<file path="src/rtl/wb_pkg.sv">
// Shared types for the writeback stage: result-source select, load funct3
// encodings, FSM states and the load alignment/legality rule.
package wb_pkg;

  typedef enum logic [1:0] {
    WB_ALU  = 2'd0,
    WB_LOAD = 2'd1,
    WB_PC4  = 2'd2,
    WB_IMM  = 2'd3
  } wb_sel_e;

  typedef enum logic [1:0] {
    IDLE     = 2'd0,
    WAIT_MEM = 2'd1,
    COMMIT   = 2'd2
  } wb_state_e;

  localparam logic [2:0] F3_LB  = 3'b000;
  localparam logic [2:0] F3_LH  = 3'b001;
  localparam logic [2:0] F3_LW  = 3'b010;
  localparam logic [2:0] F3_LBU = 3'b100;
  localparam logic [2:0] F3_LHU = 3'b101;

  // A load may proceed only if funct3 is a real load width and the address
  // is naturally aligned for that width.
  function automatic logic load_ok(input logic [2:0] f3, input logic [1:0] lo);
    logic ok;
    ok = 1'b0;
    case (f3)
      F3_LB, F3_LBU: ok = 1'b1;
      F3_LH, F3_LHU: ok = ~lo[0];
      F3_LW:         ok = (lo == 2'b00);
      default:       ok = 1'b0;
    endcase
    return ok;
  endfunction

endpackage

</file>
<file path="src/rtl/wb_unit_if.sv">
// Execute -> writeback handshake, memory read return and register file
// write port bundled together. slave is the writeback unit, master the
// surrounding pipeline (or a testbench).
interface wb_if;
  logic        in_valid;
  logic        in_ready;
  logic [4:0]  in_rd_addr;
  logic [1:0]  in_wb_sel;
  logic [2:0]  in_funct3;
  logic [31:0] in_alu_result;
  logic [31:0] in_pc_plus4;
  logic [31:0] in_imm;
  logic        mem_rvalid;
  logic [31:0] mem_rdata;
  logic        reg_write;
  logic [4:0]  rd_addr;
  logic [31:0] rd_data;
  logic        load_fault;

  modport slave (
    input  in_valid, in_rd_addr, in_wb_sel, in_funct3, in_alu_result,
           in_pc_plus4, in_imm, mem_rvalid, mem_rdata,
    output in_ready, reg_write, rd_addr, rd_data, load_fault
  );

  modport master (
    output in_valid, in_rd_addr, in_wb_sel, in_funct3, in_alu_result,
           in_pc_plus4, in_imm, mem_rvalid, mem_rdata,
    input  in_ready, reg_write, rd_addr, rd_data, load_fault
  );
endinterface

</file>
<file path="src/rtl/wb_unit_load_extract.sv">
// Picks the addressed byte/halfword out of an aligned memory word and
// sign- or zero-extends it according to the load funct3.
module load_extract
  import wb_pkg::*;
(
  input  logic [2:0]  i_funct3,
  input  logic [1:0]  i_addr_lo,
  input  logic [31:0] i_word,
  output logic [31:0] o_data
);

  logic [7:0]  w_byte;
  logic [15:0] w_half;

  // Lane select: byte by addr[1:0], halfword by addr[1].
  always_comb begin
    w_byte = i_word[7:0];
    case (i_addr_lo)
      2'd0: w_byte = i_word[7:0];
      2'd1: w_byte = i_word[15:8];
      2'd2: w_byte = i_word[23:16];
      2'd3: w_byte = i_word[31:24];
      default: w_byte = i_word[7:0];
    endcase
    w_half = i_addr_lo[1] ? i_word[31:16] : i_word[15:0];
  end

  // Extension by width and signedness; lw (and anything else) passes the word.
  always_comb begin
    o_data = i_word;
    case (i_funct3)
      F3_LB:   o_data = {{24{w_byte[7]}}, w_byte};
      F3_LBU:  o_data = {24'd0, w_byte};
      F3_LH:   o_data = {{16{w_half[15]}}, w_half};
      F3_LHU:  o_data = {16'd0, w_half};
      default: o_data = i_word;
    endcase
  end

endmodule

</file>
<file path="src/rtl/wb_unit.sv">
// Writeback stage: accepts one retiring instruction, waits for load data
// when needed, and strikes the register file write port for one cycle.
// Optional retired-instruction counter enabled by WB_RETIRE_CNT_EN.
module wb_unit
  import wb_pkg::*;
#(
  parameter int unsigned MEM_TIMEOUT = 16
) (
  input  logic        clk,
  input  logic        reset,
  wb_if.slave         bus
`ifdef WB_RETIRE_CNT_EN
  ,
  output logic [31:0] instret
`endif
);

  // Last WAIT_MEM count value before the load is abandoned.
  localparam logic [7:0] LP_CNT_LAST = 8'(MEM_TIMEOUT - 1);

  wb_state_e   r_state;
  wb_state_e   w_state_nxt;
  logic [7:0]  r_cnt;
  logic [7:0]  w_cnt_nxt;
  logic [2:0]  r_funct3;
  logic [1:0]  r_addr_lo;
  logic [4:0]  r_pend_rd;
  logic        r_reg_write;
  logic [4:0]  r_rd_addr;
  logic [31:0] r_rd_data;
  logic        r_load_fault;

  logic        w_commit;
  logic [4:0]  w_commit_rd;
  logic [31:0] w_commit_data;
  logic        w_fault;
  logic        w_load_start;
  logic [31:0] w_sel_val;
  logic [31:0] w_ext;

  load_extract u_ext (
    .i_funct3  (r_funct3),
    .i_addr_lo (r_addr_lo),
    .i_word    (bus.mem_rdata),
    .o_data    (w_ext)
  );

  // Non-load result source mux.
  always_comb begin
    w_sel_val = bus.in_alu_result;
    case (wb_sel_e'(bus.in_wb_sel))
      WB_ALU:  w_sel_val = bus.in_alu_result;
      WB_PC4:  w_sel_val = bus.in_pc_plus4;
      WB_IMM:  w_sel_val = bus.in_imm;
      default: w_sel_val = bus.in_alu_result;
    endcase
  end

  // State register.
  always_ff @(posedge clk or posedge reset) begin
    if (reset) r_state <= IDLE;
    else       r_state <= w_state_nxt;
  end

  // Next state plus the commit/fault/latch strobes that feed the output regs.
  // rvalid is tested before the timeout so data arriving on the expiry
  // cycle still commits.
  always_comb begin
    w_state_nxt   = r_state;
    w_commit      = 1'b0;
    w_commit_rd   = r_pend_rd;
    w_commit_data = w_ext;
    w_fault       = 1'b0;
    w_load_start  = 1'b0;
    w_cnt_nxt     = r_cnt;
    case (r_state)
      IDLE: begin
        if (bus.in_valid) begin
          if (bus.in_wb_sel == WB_LOAD) begin
            if (load_ok(bus.in_funct3, bus.in_alu_result[1:0])) begin
              w_load_start = 1'b1;
              w_cnt_nxt    = 8'd0;
              w_state_nxt  = WAIT_MEM;
            end else begin
              w_fault = 1'b1;
            end
          end else begin
            w_commit      = 1'b1;
            w_commit_rd   = bus.in_rd_addr;
            w_commit_data = w_sel_val;
            w_state_nxt   = COMMIT;
          end
        end
      end
      WAIT_MEM: begin
        if (bus.mem_rvalid) begin
          w_commit    = 1'b1;
          w_state_nxt = COMMIT;
        end else if (r_cnt == LP_CNT_LAST) begin
          w_fault     = 1'b1;
          w_state_nxt = IDLE;
        end else begin
          w_cnt_nxt = r_cnt + 8'd1;
        end
      end
      COMMIT:  w_state_nxt = IDLE;
      default: w_state_nxt = IDLE;
    endcase
  end

  // Pending-load context and timeout counter.
  always_ff @(posedge clk or posedge reset) begin
    if (reset) begin
      r_cnt     <= 8'd0;
      r_funct3  <= 3'd0;
      r_addr_lo <= 2'd0;
      r_pend_rd <= 5'd0;
    end else begin
      r_cnt <= w_cnt_nxt;
      if (w_load_start) begin
        r_funct3  <= bus.in_funct3;
        r_addr_lo <= bus.in_alu_result[1:0];
        r_pend_rd <= bus.in_rd_addr;
      end
    end
  end

  // Registered register-file port: write strike lands in the COMMIT cycle,
  // suppressed for x0; address/data hold between commits.
  always_ff @(posedge clk or posedge reset) begin
    if (reset) begin
      r_reg_write  <= 1'b0;
      r_rd_addr    <= 5'd0;
      r_rd_data    <= 32'd0;
      r_load_fault <= 1'b0;
    end else begin
      r_reg_write  <= w_commit && (w_commit_rd != 5'd0);
      r_load_fault <= w_fault;
      if (w_commit) begin
        r_rd_addr <= w_commit_rd;
        r_rd_data <= w_commit_data;
      end
    end
  end

  assign bus.in_ready   = (r_state == IDLE);
  assign bus.reg_write  = r_reg_write;
  assign bus.rd_addr    = r_rd_addr;
  assign bus.rd_data    = r_rd_data;
  assign bus.load_fault = r_load_fault;

`ifdef WB_RETIRE_CNT_EN
  logic [31:0] r_instret;

  // Retired count: one per COMMIT cycle, x0 included, wraps naturally.
  always_ff @(posedge clk or posedge reset) begin
    if (reset)                 r_instret <= 32'd0;
    else if (r_state == COMMIT) r_instret <= r_instret + 32'd1;
  end

  assign instret = r_instret;
`endif

endmodule

</file>
<file path="src/flat_wrapper.sv">
// flat-port wrapper written by rule: the top's interface ports become plain ports
module wb_unit_flat import wb_pkg::*;
#(
  parameter int unsigned MEM_TIMEOUT = 16
)
  (clk, reset, bus_in_valid, bus_in_rd_addr, bus_in_wb_sel, bus_in_funct3, bus_in_alu_result, bus_in_pc_plus4, bus_in_imm, bus_mem_rvalid, bus_mem_rdata, bus_in_ready, bus_reg_write, bus_rd_addr, bus_rd_data, bus_load_fault);
  wb_if bus_i ();
  input  logic clk;
  input  logic reset;
  input wire logic [$bits(bus_i.in_valid)-1:0] bus_in_valid;
  input wire logic [$bits(bus_i.in_rd_addr)-1:0] bus_in_rd_addr;
  input wire logic [$bits(bus_i.in_wb_sel)-1:0] bus_in_wb_sel;
  input wire logic [$bits(bus_i.in_funct3)-1:0] bus_in_funct3;
  input wire logic [$bits(bus_i.in_alu_result)-1:0] bus_in_alu_result;
  input wire logic [$bits(bus_i.in_pc_plus4)-1:0] bus_in_pc_plus4;
  input wire logic [$bits(bus_i.in_imm)-1:0] bus_in_imm;
  input wire logic [$bits(bus_i.mem_rvalid)-1:0] bus_mem_rvalid;
  input wire logic [$bits(bus_i.mem_rdata)-1:0] bus_mem_rdata;
  output wire logic [$bits(bus_i.in_ready)-1:0] bus_in_ready;
  output wire logic [$bits(bus_i.reg_write)-1:0] bus_reg_write;
  output wire logic [$bits(bus_i.rd_addr)-1:0] bus_rd_addr;
  output wire logic [$bits(bus_i.rd_data)-1:0] bus_rd_data;
  output wire logic [$bits(bus_i.load_fault)-1:0] bus_load_fault;
  assign bus_i.in_valid = bus_in_valid;
  assign bus_i.in_rd_addr = bus_in_rd_addr;
  assign bus_i.in_wb_sel = bus_in_wb_sel;
  assign bus_i.in_funct3 = bus_in_funct3;
  assign bus_i.in_alu_result = bus_in_alu_result;
  assign bus_i.in_pc_plus4 = bus_in_pc_plus4;
  assign bus_i.in_imm = bus_in_imm;
  assign bus_i.mem_rvalid = bus_mem_rvalid;
  assign bus_i.mem_rdata = bus_mem_rdata;
  assign bus_in_ready = bus_i.in_ready;
  assign bus_reg_write = bus_i.reg_write;
  assign bus_rd_addr = bus_i.rd_addr;
  assign bus_rd_data = bus_i.rd_data;
  assign bus_load_fault = bus_i.load_fault;
  wb_unit #(.MEM_TIMEOUT(MEM_TIMEOUT)) u_core (.clk(clk), .reset(reset), .bus(bus_i));
endmodule
</file>
<file path="config.mk">
export PLATFORM = sky130hd
export DESIGN_NAME = wb_unit_flat
export DESIGN_NICKNAME = d
export VERILOG_FILES = /design/src/rtl/wb_pkg.sv /design/src/rtl/wb_unit_if.sv /design/src/rtl/wb_unit_load_extract.sv /design/src/rtl/wb_unit.sv /design/src/flat_wrapper.sv
export SDC_FILE = /design/constraint.sdc
export NUM_CORES = 1
export LEC_CHECK = 0
export BUFFER_PORTS_ARGS = -buffer_cell sky130_fd_sc_hd__buf_2
export CORE_MARGIN = 2
export CORE_UTILIZATION = 47
export CTS_CLUSTER_DIAMETER = 30
export DETAILED_ROUTE_END_ITERATION = 10
export GPL_TIMING_DRIVEN = 0
export PLACE_DENSITY_LB_ADDON = 0.25
export SETUP_SLACK_MARGIN = 0.02
export SLEW_MARGIN = 0
export SYNTH_ARGS = -nofsm -noshare
export SYNTH_HDL_FRONTEND = slang
export SYNTH_SLANG_ARGS = --single-unit
export TNS_END_PERCENT = 5
</file>
<file path="constraint.sdc">
create_clock -name clk -period 5.3 [get_ports clk]
set_input_delay 1.06 -clock clk [delete_from_list [all_inputs] [get_ports clk]]
set_output_delay 1.06 -clock clk [all_outputs]
set_load 0.03 [all_outputs]
</file>
---- Word level (Yosys, flattened, before mapping) ----
Index checks and enable logic that the tools add are counted.
operators by class
  add/sub/neg operators ................... 1
  $mul .................................... 0
  divide/modulo/power cells ............... 0
  order comparisons ....................... 0
  eq/ne operators ......................... 22
  shift-type cells ........................ 0
  muxes and demuxes ....................... 40
  bitwise operators ....................... 1
  reductions and logical operators ........ 12
operators by type and width
  cell                 number
  $pmux 32 s4          1
  $mux 32              3
  $pmux 32 s2          1
  $mux 8               5
  $pmux 8 s4           1
  $mux 16              1
  $pmux 8 s2           1
  $mux 1               15
  $mux 5               3
  $eq 3x3->1 const B   4
  $mux 2               5
  $add 8x1->8 const B  1
  $eq 2x2->1 const B   4
  $eq 8x4->1 const B   1
  $eq 2x1->1 const B   3
  $eq 3x1->1 const B   2
  $logic_not 2->1      3
  $logic_not 3->1      2
  $ne 2x2->1 const B   3
  $reduce_and 6->1     1
  $reduce_bool 5->1    1
  $ne 2x1->1 const B   2
  $pmux 1 s2           2
  $pmux 2 s2           1
  other kinds (9)      10
storage, ports and cells
  bits in registers ....................... 59
  latch bits .............................. 0
  bits in writable memories ............... 0
  ROM bits ................................ 0
  input bits .............................. 142
  memories kept ........................... 0

---- Depth between registers and ports, before layout ----
  depth after elaboration ................. 10
  mapped depth ............................ 8
  depth with buffers taken out ............ 6

---- Cells and area by module ----
A second synthesis with hierarchy kept.
unflattened totals
  cell total of the unflattened synthesis .. 470
  area total of the unflattened synthesis .. 4007.6 um2
by module, submodules not included
  module        instances  cells an instance  area each (um2)  seq. area each (um2)
  wb_unit       1          359                3339.5           1476.4
  load_extract  1          111                668.1            0.0

---- Worst setup path after synthesis ----
No wires, ideal clock.
  kind .................................... input to register
  from .................................... input bus_in_wb_sel[0]
  to ...................................... register u_core.r_addr_lo[1]
  setup time .............................. 125 ps
  arrival time ............................ 2415 ps
  required time ........................... 5175 ps
  setup slack ............................. 2760 ps
  cell stages on the path ................. 7
  path buffers ............................ 3
  cells stage by stage .................... buf_2 > nor2b_1 > nand3_1 > nand2b_1 > clkbuf_1 > buf_1 > mux2_2
on the way
  word-level cells in the longest chain between the ends .. 4
RTL lines
  what                  RTL line            source
  from (decl)           flat_wrapper.sv:12  input wire logic [$bits(bus_i.in_wb_sel)-1:0] bus_in_wb_sel;
  $eq 2x1->1            wb_unit.sv:79       if (bus.in_wb_sel == WB_LOAD) begin
  $mux 1                wb_unit.sv:79
  $mux 1                wb_unit.sv:78       if (bus.in_valid) begin
  $mux 1                wb_unit.sv:76       case (r_state)
  to (signal assigned)  wb_unit.sv:122      r_addr_lo <= bus.in_alu_result[1:0];
  to (decl)             wb_unit.sv:26       logic [1:0] r_addr_lo;
No other way between the ends.
A chain may end at the register's enable or synchronous reset.

---- Worst setup path in the final report ----
Ends and elaborated chain as after synthesis.

==> summary.md <==
| Metric | Value |
|---|---|
| Ant diodes | `0` |
| CP Data Required Time | `5520 ps` |
| Largest fanout on the critical path | `10` |
| GRT Overall Usage | `0.286` |
| Sw frac | `0.405` |
| Hold_ws | `just over 500 ps` |
| Worst IR Drop VDD | `0.197 mV` |
| Resize count post-CTS | `0` |
| TritonCTS clock tree | `done` |
| Clock Latency Late Sink | `340 ps` |
| Status | `complete, no violations` |
| DRT iter0 DRCs | `298` |
| Reg area | `1480 µm²` |
| Die area | `8750 µm²` |
| Maxcap violations | `0` |
| Vias in the first global route | `around 4000` |
| Core Area | `7770 µm²` |
| Number of synthesized flops with an enable pin | `0` |
| DPL Wire Length | `9.81 mm` |
| Share of total power in combinational logic | `0.416` |
| Fin crit period | `2570 ps` |
| Sequential fraction of the synthesis area | `0.392` |
| Fill cells | `approximately 700` |
| Worst min-delay path category | `reg -> reg` |
| Initial antenna violation count | `0` |
| Synth Instances | `436` |
| Top Metal Used | `met4` |
| Power share of the clock group | `0.219` |
| Ys async rst share | `1.00` |
| Unique masters post-synth | `49` |
| Critical setup path kind | `in -> reg` |
| Seq pwr share | `0.365` |
| Total CTS buffers | `9` |
| Ys flop type | `dfrtp_1` |
| #FFs+latches synth | `59` |
| WL final | `between 10 and 15 mm` |
| Period utilisation layout | `0.485` |
| # nets final | `~770` |
| Int Power | `1000 µW` |
| Slew @ Worst Pin | `630 ps` |
| Via Count | `4253` |
| Die Width | `93.6 µm` |
| Synth Net Count | `579` |
| Sw power | `685 µW` |
| Setup violators final | `0` |
| Root Driver | `clkbuf_8` |
| H-tree depth | `3` |
| Routed length per instance | `about 17 µm` |
| LEAKAGE | `0.00242 µW` |
| CTS Hold Bufs | `0` |
| Worst EP arrival | `2790 ps` |
| I/O Buffers | `between 150 and 200` |
| Largest net degree at the start of global routing | `32` |
| M1 WL | `5.18 mm` |
| Rel. slew slack | `0.579` |
| Slew Viols, Final | `0` |
| Antenna viol nets, final | `0` |
| Synth Cell Area | `3770 µm²` |
| FP Rows | `32` |
| WL met2 | `6.03 mm` |
| Initial core utilization | `0.485` |
| First-pass GRT wire length | `19.6 mm` |
| Layout cells sized above 1 | `0.348` |
| Met3 wire len | `1.21 mm` |
| Sink Count | `roughly 60` |
| DR DRC count | `0` |
| Final hold vios | `0` |
| Max Clock Freq | `approximately 400 MHz` |
| Vias/cell | `approximately 5.8` |
| Clock Skew | `12.6 ps` |
| Startpoint class of the critical path | `input port` |
| Avg Cell Area, Syn | `8.65 µm²` |
| Cell Pwr Density | `339 nW/µm²` |
| Setup TNS | `0 ps` |
| RSZ-0062 raised after global routing | `no` |
| Worst-path clk slew | `60 ps` |
| Synthesis-to-finish area growth | `32.4%` |
| Area occupied by multi-input gates | `2110 µm²` |
| Postcts setup bufs | `0` |
| DIE HEIGHT | `93.6 µm` |
| Synth Warn # | `0` |
| IO Pins | `roughly 180` |
| Setup crit end kind | `register` |
| Clock Path Buffers | `2` |
| GPL Wtd Cong | `0.865` |
| Total gr overflow | `0` |
| Pre-Repair DR Iteration Count | `7` |
-- cells in the final DEF, fill, tap and decap left out, types with 6 or more instances in the layout --
cell and n:
clkbuf_1 28, nand2_1 89, dfrtp_1 59, a22o_1 9
mux2i_1 32, nand3_1 11, a221o_1 8, nor2_1 13
buf_2 185, a221oi_1 15, clkbuf_8 11, o21ai_0 38
mux2_2 14, inv_1 8, nor3_1 17, a21oi_1 17
o221ai_1 6
-- layer usage --
metal / vias to the layer above / global-route usage
met5: - / 0
met1: 2013 / 0.380
met2: 220 / 0.471
li1: 1998 / -
met3: 22 / 0.0564
met4: 0 / 0.0942
-- metrics by stage --
| step | setup WS, ps | area, µm² | util | instances | power, µW |
|---|---|---|---|---|---|
| final | 2730 | 4990 | 0.643 | 735 | 1690 |
| after global routing | 2590 | 4990 | 0.643 | 735 | 1770 |
| after CTS | 2750 | 4990 | 0.643 | 735 | 1680 |
| after detailed placement | 2400 | 4820 | 0.620 | 719 | 1320 |
| after global placement | 2050 | 4800 | 0.618 | 718 | 1300 |
| after floorplan | 2760 | 3770 | - | 436 | 1080 |
-- logic make-up after synthesis --
kind of cell / after synthesis / share of synthesized area
adders and majority gates: 1 / 0.00332
muxes: 47 / 0.133
buffers and inverters: 43 / 0.0475
DFF: 59 / 0.392
and+or+nand+nor: 155 / 0.185
AOI/OAI and AO/OA: 131 / 0.240
-- synth_stat cells, types with 6 or more instances --
library cell  instances  share of area
a221oi_1             15          0.035
nand2_1              89          0.089
a22o_1                9          0.021
nor3_1               17          0.023
mux2i_1              32          0.085
o21ai_0              38          0.050
nor2_1               13          0.013
clkbuf_1             25          0.025
nand3_1              11          0.015
dfrtp_1              59           0.39
a21oi_1              17          0.023
a221o_1               8          0.021
mux2_2               14          0.042
inv_1                 9         0.0090
o221ai_1              6          0.014
-- power by group through the flow --
| stage | registers, µW | clock network, µW | logic, µW |
|---|---|---|---|
| global route | 627 | 387 | 760 |
| finish | 616 | 371 | 703 |
| CTS | 614 | 369 | 700 |
| global placement | 617 | 0 | 680 |
| floorplan | 757 | 0 | 322 |
| detailed placement | 620 | 0 | 697 |
-- state kept, by name, indices dropped and copies added (netlist names) --
name	cells
u_core.bus.load_fault	1
u_core.bus.rd_addr	5
u_core.bus.rd_data	32
u_core.bus.reg_write	1
u_core.r_addr_lo	2
u_core.r_cnt	8
u_core.r_funct3	3
u_core.r_pend_rd	5
u_core.r_state	2
-- worst paths after layout --
check,start,endpoint,slack [ps],cells after the start
worst min-delay path,u_core.bus.rd_data[14],u_core.bus.rd_data[14],500,1
min in group asynchronous,reset,u_core.bus.load_fault,800,2
worst max register to register,u_core.r_state[1],u_core.bus.rd_data[23],3110,6
max in group asynchronous,reset,u_core.bus.rd_data[26],3910,3
worst min register to register,u_core.bus.rd_data[14],u_core.bus.rd_data[14],500,1
worst max-delay path,bus_in_wb_sel[0],u_core.r_addr_lo[1],2730,7
-- critical path: stages --
cell and delay (ps):
buf_2 170, nor2b_1 160, nand3_1 90, nand2b_1 100, clkbuf_1 370, buf_1 430
mux2_2 390
-- area by class of cell --
cell class / count / share of cell area
well taps: 102 / 0.0256
inverters: 9 / 0.00677
plain buffers: 34 / 0.0291
multi-input cells: 334 / 0.424
clock buffers: 14 / 0.0326
clock inverters: 2 / 0.00201
repair buffers: 181 / 0.185
flip-flops and latches: 59 / 0.296
No activity file was read; power rests on OpenSTA's default activity.
